## config.mk

```make
export PLATFORM = sky130hd
export DESIGN_NAME = traffic_intersection_ctrl
export DESIGN_NICKNAME = d
export VERILOG_FILES = /design/src/rtl/traffic_intersection_ctrl.sv
export SDC_FILE = /design/constraint.sdc
export NUM_CORES = 1
export LEC_CHECK = 0
export BUFFER_PORTS_ARGS = -buffer_cell sky130_fd_sc_hd__buf_2
export CAP_MARGIN = 10
export CORE_MARGIN = 8
export CORE_UTILIZATION = 50
export CTS_CLUSTER_SIZE = 16
export DETAILED_ROUTE_END_ITERATION = 7
export PLACE_DENSITY = 0.83
export REMOVE_ABC_BUFFERS = 1
export SKIP_LAST_GASP = 1
export SYNTH_ARGS = -nofsm -noshare
export SYNTH_HDL_FRONTEND = slang
export SYNTH_SLANG_ARGS = --single-unit
```

## constraint.sdc

```tcl
create_clock -name clk -period 5.4 [get_ports clk]
set_input_delay 0.54 -clock clk [delete_from_list [all_inputs] [get_ports clk]]
set_output_delay 0.54 -clock clk [all_outputs]
set_load 0.03 [all_outputs]
```

## src/rtl/traffic_intersection_ctrl.sv

```systemverilog
// Two-way intersection signal controller with all-red clearance, pedestrian walk
// phase and manual phase override. Lamps are decoded from the registered phase only.
module traffic_intersection_ctrl #(
  parameter int CNT_W       = 8,
  parameter int GREEN_TIME  = 20,
  parameter int YELLOW_TIME = 3,
  parameter int ALLRED_TIME = 2,
  parameter int WALK_TIME   = 10
) (
  input  logic             clk,
  input  logic             reset,
  input  logic             tick,
  input  logic             ped_req,
  input  logic             manual_override,
  input  logic [2:0]       manual_phase,
  output logic [2:0]       ns_light,
  output logic [2:0]       ew_light,
  output logic             walk,
  output logic             ped_pending,
  output logic [2:0]       phase,
  output logic [CNT_W-1:0] time_remaining
);

  localparam longint MAX_DUR = (longint'(1) << CNT_W) - 1;

  if (GREEN_TIME < 1 || GREEN_TIME > MAX_DUR) begin : g_bad_green
    $error("GREEN_TIME out of range 1..2^CNT_W-1");
  end
  if (YELLOW_TIME < 1 || YELLOW_TIME > MAX_DUR) begin : g_bad_yellow
    $error("YELLOW_TIME out of range 1..2^CNT_W-1");
  end
  if (ALLRED_TIME < 1 || ALLRED_TIME > MAX_DUR) begin : g_bad_allred
    $error("ALLRED_TIME out of range 1..2^CNT_W-1");
  end
  if (WALK_TIME < 1 || WALK_TIME > MAX_DUR) begin : g_bad_walk
    $error("WALK_TIME out of range 1..2^CNT_W-1");
  end

  localparam logic [CNT_W-1:0] G_DUR  = CNT_W'(GREEN_TIME);
  localparam logic [CNT_W-1:0] Y_DUR  = CNT_W'(YELLOW_TIME);
  localparam logic [CNT_W-1:0] AR_DUR = CNT_W'(ALLRED_TIME);
  localparam logic [CNT_W-1:0] W_DUR  = CNT_W'(WALK_TIME);

  typedef enum logic [2:0] {
    NS_G     = 3'd0,
    NS_Y     = 3'd1,
    AR_A     = 3'd2,
    EW_G     = 3'd3,
    EW_Y     = 3'd4,
    AR_B     = 3'd5,
    PED_WALK = 3'd6
  } phase_t;

  phase_t           phase_q, phase_d, nxt;
  logic [CNT_W-1:0] rem_q, rem_d;
  logic             pend_q, pend_d;

  function automatic logic [CNT_W-1:0] phase_dur(input phase_t p);
    case (p)
      NS_G, EW_G: return G_DUR;
      NS_Y, EW_Y: return Y_DUR;
      PED_WALK:   return W_DUR;
      default:    return AR_DUR;
    endcase
  endfunction

  function automatic phase_t next_phase(input phase_t p, input logic pend);
    case (p)
      NS_G:    return NS_Y;
      NS_Y:    return AR_A;
      AR_A:    return EW_G;
      EW_G:    return EW_Y;
      EW_Y:    return AR_B;
      AR_B:    return pend ? PED_WALK : NS_G;
      default: return NS_G;
    endcase
  endfunction

  always_ff @(posedge clk or posedge reset) begin
    if (reset) begin
      phase_q <= AR_B;
      rem_q   <= AR_DUR;
      pend_q  <= 1'b0;
    end else begin
      phase_q <= phase_d;
      rem_q   <= rem_d;
      pend_q  <= pend_d;
    end
  end

  // Override wins over tick; only an automatic entry into the walk phase may clear the latch.
  always_comb begin
    phase_d = phase_q;
    rem_d   = rem_q;
    pend_d  = pend_q | ped_req;
    nxt     = next_phase(phase_q, pend_q);
    if (manual_override) begin
      phase_d = (manual_phase == 3'd7) ? AR_B : phase_t'(manual_phase);
      rem_d   = phase_dur(phase_d);
    end else if (tick) begin
      if (rem_q > CNT_W'(1)) begin
        rem_d = rem_q - CNT_W'(1);
      end else begin
        phase_d = nxt;
        rem_d   = phase_dur(nxt);
        if (nxt == PED_WALK) pend_d = ped_req;
      end
    end
  end

  always_comb begin
    ns_light = 3'b100;
    ew_light = 3'b100;
    walk     = 1'b0;
    case (phase_q)
      NS_G:     ns_light = 3'b001;
      NS_Y:     ns_light = 3'b010;
      EW_G:     ew_light = 3'b001;
      EW_Y:     ew_light = 3'b010;
      PED_WALK: walk     = 1'b1;
      default:  ;
    endcase
  end

  assign phase          = phase_q;
  assign time_remaining = rem_q;
  assign ped_pending    = pend_q;

endmodule
```

# Word-level counts from Yosys, hierarchy flattened
# Cells that the tools add are included.
totals:
  output_inout_bits: 19
  in_bits: 8
  regBits: 12
  mem_count: 0
  romBits: 0
  ram_bits: 0
  latchBits: 0
classes:
  reduce_logical: 9
  muxes: 18
  eq_ne: 16
  shifts: 0
  addsub: 1
  magnitude_cmp: 1
  multipliers: 0
  bitwise: 1
  n_div: 0
ops:
  columns: ["operator", "count"]
  rows:
  - ["$pmux 5 s3", 2]
  - ["$eq 3x3->1 const B", 8]
  - ["$mux 8", 3]
  - ["$pmux 3 s6", 1]
  - ["$mux 3", 5]
  - ["$eq 3x2->1 const B", 4]
  - ["$pmux 3 s2", 2]
  - ["$eq 3x1->1 const B", 3]
  - ["$logic_not 3->1", 3]
  - ["$gt 8x1->1 const B", 1]
  - ["$reduce_or 2->1", 4]
  - ["$sub 8x1->8 const B", 1]
  - ["$mux 1", 5]
  - ["$ne 2x2->1 const B", 1]
  - ["$reduce_and 2->1", 1]
  - ["$reduce_bool 2->1", 1]
  - ["$or 1x1->1", 1]

# Depth between registers and ports, before layout
logic_depth:
  ltp_word: 8
  ltp_mapped: 6
  mapped_depth_nobuf: 5

# Worst setup path after synthesis
# OpenSTA, ideal clock, no wires.
synth_path:
  path_kind: "register to output"
  startpoint: "register phase_q[2] (netlist: phase[2])"
  endpoint: "output port ew_light[2]"
  n_path_buf: 0
  path_stages_with_launch: 3
  t_arrival_ps: 1844
  path_slack_ps: 3016
  path_cell_list: "dfstp_2 -> nor3b_1 -> nor2_1"
synth_via:
  elab_chain_len: 2
synth_lines:
  columns: ["element", "line_no", "rtl"]
  rows:
  - ["start: declaration", "54", "phase_t phase_q, phase_d, nxt;"]
  - ["start signal: assignment", "85", "phase_q <= phase_d;"]
  - ["$eq 3x3->1 or $eq 3x2->1 (tied branches)", "115", "case (phase_q)"]
  - ["$pmux 3 s2 *", "115", null]
  - ["end: declaration", "17", "output logic [2:0] ew_light,"]
# Every way passes the cells marked *; elsewhere a longest branch is shown, timed or not.

# Worst setup path in the final report
layout_path:
  startpoint: "register rem_q[1] (netlist: time_remaining[1])"
  endpoint: "register rem_q[2] (netlist: time_remaining[2])"
layout_via:
  elab_chain_len: 4
layout_lines:
  columns: ["element", "line_no", "rtl"]
  rows:
  - ["start: declaration", "55", "logic [CNT_W-1:0] rem_q, rem_d;"]
  - ["start signal: assignment", "86", "rem_q <= rem_d;"]
  - ["$sub 8x1->8 or $gt 8x1->1 (tied branches)", "102, 101", null]
  - ["$mux 8 *", "101", "if (rem_q > CNT_W'(1)) begin"]
  - ["$mux 8 *", "100", "end else if (tick) begin"]
  - ["$mux 8 *", "97", "if (manual_override) begin"]
# Every way passes the cells marked *; elsewhere a longest branch is shown, timed or not. The select of a mux whose other input is x is not followed.
# A chain may end at the register's enable or synchronous reset.

==> flow_summary.ini <==
[run_status]
status = finished, final reports clean

[power_and_ir_drop]
power_density_nw_per_um2 = 394
vdd_drop_max_uv = 212
p_leak_nw = 0.475

[cells_and_area]
final_common_cell = buf_2
fin_cells = 154
final_cell_mix = 26 x buf_2, 12 x nor2_1, 9 x dfrtp_1
diodes = 0
fillCellCount = 148
regArea_um2 = 304
syn2layout_area_growth_pct = 17.3
nNetsFinal = 140
drive_gt1_share_pct = 30.2
multi_input_area_um2 = 537

[placed_design]
io_buffer_count = 26
dp_hpwl_um = 1740
dpl.cell_count = 150
gp_congestion = 0.844

[flow_run]
cap_violations = 0

[global_routing]
track_usage_pct = 14.4
grt-ovfl-total = 0
grt_pass1_wl_um = 3940
grt_max_degree = 18
antenna_found_initial = 0
grt_pass1_vias = 854

[sta]
max_slew_margin_pct = 67.3
clock.fmax_mhz = 502
tightest_slew_ns = 0.485
drv_slew = 0
setup_tns_ns = 0
hold_violations = 0
fin_crit_ns = 1.99
timing.final.crit_share_pct = 36.9
finalClockSkew_ns = 0.00660
rsz0062_at_grt = false
setup_violations = 0

[route]
ant_nets = 0
wire_per_inst_um = 15.0
drc_errors = 0
wl_um = 2300
vias = 887
viasPerCell = 5.76
first_iter_violations = 30
dr.pass1.iters = 4

[yosys]
synth_cell_types = 41
async_reset_ff_share_pct = 100
synthCells = 105
synth_area_um2 = 896
ys.flop_type = dfrtp_1
syn_area_per_cell_um2 = 8.53
yosysWarnings = 0
synth_edf_count = 0
synth_seq_area_share_pct = 33.9
ys_ff_latch = 12

[critical_path]
cp_slowest_stage_delay_ns = 0.57
start_kind = flop
cp_slowest_cell = dfstp_2
cp_data_required_time_ns = 5.58
cp.buffers_inverters = 1
criticalPathCategory = reg2reg
critPathMaxFanout = 9
cp.arrival_ns = 2.17
crit_chain = inv_1, ha_1, o211a_2, a221o_2, a221oi_2
cp-end-kind = flop
cpLargestDelayFamily = compound AO/OA/AOI/OAI gates

[die]
io_pins = 27
dieArea_um2 = 3400
dieWidth_um = 58.3
rows = 15
die_h_um = 58.3
initial_core_util_pct = 52.5
core_area_um2 = 1710

[clock_tree]
numCtsBuffers = 3
cts_resized = 0
clockBufferDepth = 2
cts_sinks = 12
cts_root_buffer = clkbuf_4
cts-hold-fix-buffers = 0
worstSkewPairLatency_ns = 0.27
postCtsSetupBuffers = 0
htreeDepth = 1
cts_tree = built
clk_pin_slew_ns = 0.08

[hold_path]
hp-class = in2async
## worst reg2reg max path: stages, from the launching register on
cell	delay, ns
dfstp_2	0.57
inv_1	0.06
ha_1	0.28
o211a_2	0.36
a221o_2	0.38
a221oi_2	0.25
## kinds of logic after synthesis
| family | Yosys count | synth area share (%) |
|---|---|---|
| simple gates | 44 | 27.0 |
| mux | 1 | 1.12 |
| flops | 12 | 33.9 |
| compound gates | 30 | 25.1 |
| buf+inv | 12 | 6.14 |
| fa+ha+maj | 2 | 2.79 |
| xor+xnor | 4 | 3.91 |
## power by group
group	leakage (nW)	internal (W)	switching, W
logic	0.315	0.0000754	0.000135
clock network	0.0150	0.0000285	0.0000291
registers	0.144	0.000111	0.0000352
total	0.475	0.000215	0.000199
## state kept, by name (all words and copies together) (netlist names)
register,count
time_remaining,8
ped_pending,1
phase,3
## Yosys cell counts (all sizes together) (2+ instances only)
cell / number / share of area, %
buf: 3 / 2.4
ha: 2 / 2.8
dfrtp: 9 / 25
xnor2: 3 / 2.9
nor2b: 2 / 1.4
nand3b: 2 / 1.7
nand2: 7 / 2.9
o22ai: 2 / 1.4
nor3b: 2 / 1.7
o21ai: 6 / 3.4
inv: 6 / 2.5
nor2: 12 / 5.0
dfstp: 3 / 8.8
nor3: 5 / 2.8
a221oi: 2 / 3.4
and3: 2 / 1.4
a21oi: 5 / 2.8
a31oi: 5 / 4.2
nand3: 5 / 2.8
clkbuf: 3 / 1.3
## worst paths after layout
check,startpoint,to,slack (ns),depth (start not counted)
worst max-delay path,time_remaining[1],time_remaining[2],3.41,5
worst min-delay path,reset,time_remaining[4],0.27,2
worst max register to register,time_remaining[1],time_remaining[2],3.41,5
worst min register to register,time_remaining[1],time_remaining[1],0.52,2
max in group asynchronous,reset,phase[2],4.78,2
min in group clk,ped_req,ped_pending,0.45,2
## routing by layer
layer | vias to the layer above | global-route usage (%) | share of wire, %
met5 | - | 0 | 0
met4 | 0 | 6.29 | 1.0
met3 | 2 | 3.91 | 8.3
met2 | 34 | 20.8 | 44
met1 | 412 | 19.5 | 47
li1 | 439 | - | -
## final cells by class
cell class	count	area share, %
repair buffers	26	12.4
flip-flops and latches	12	28.9
multi-input cells	81	51.1
well taps	25	2.98
inverters	6	2.14
clock buffers	4	2.50
## metrics by stage
step / hold slack, ns / area, µm² / setup slack (ns) / util (%) / power (W)
2_1_floorplan: 0.403 / 863 / 3.02 / - / 0.000299
3_3_place_gp: 0.502 / 1020 / 3.49 / 60.0 / 0.000351
3_5_place_dp: 0.509 / 1020 / 3.44 / 60.0 / 0.000357
4_1_cts: 0.279 / 1050 / 3.42 / 61.5 / 0.000415
5_1_grt: 0.301 / 1050 / 3.32 / 61.5 / 0.000443
6_report: 0.268 / 1050 / 3.41 / 61.5 / 0.000414
(Power assumes the default switching activity.)
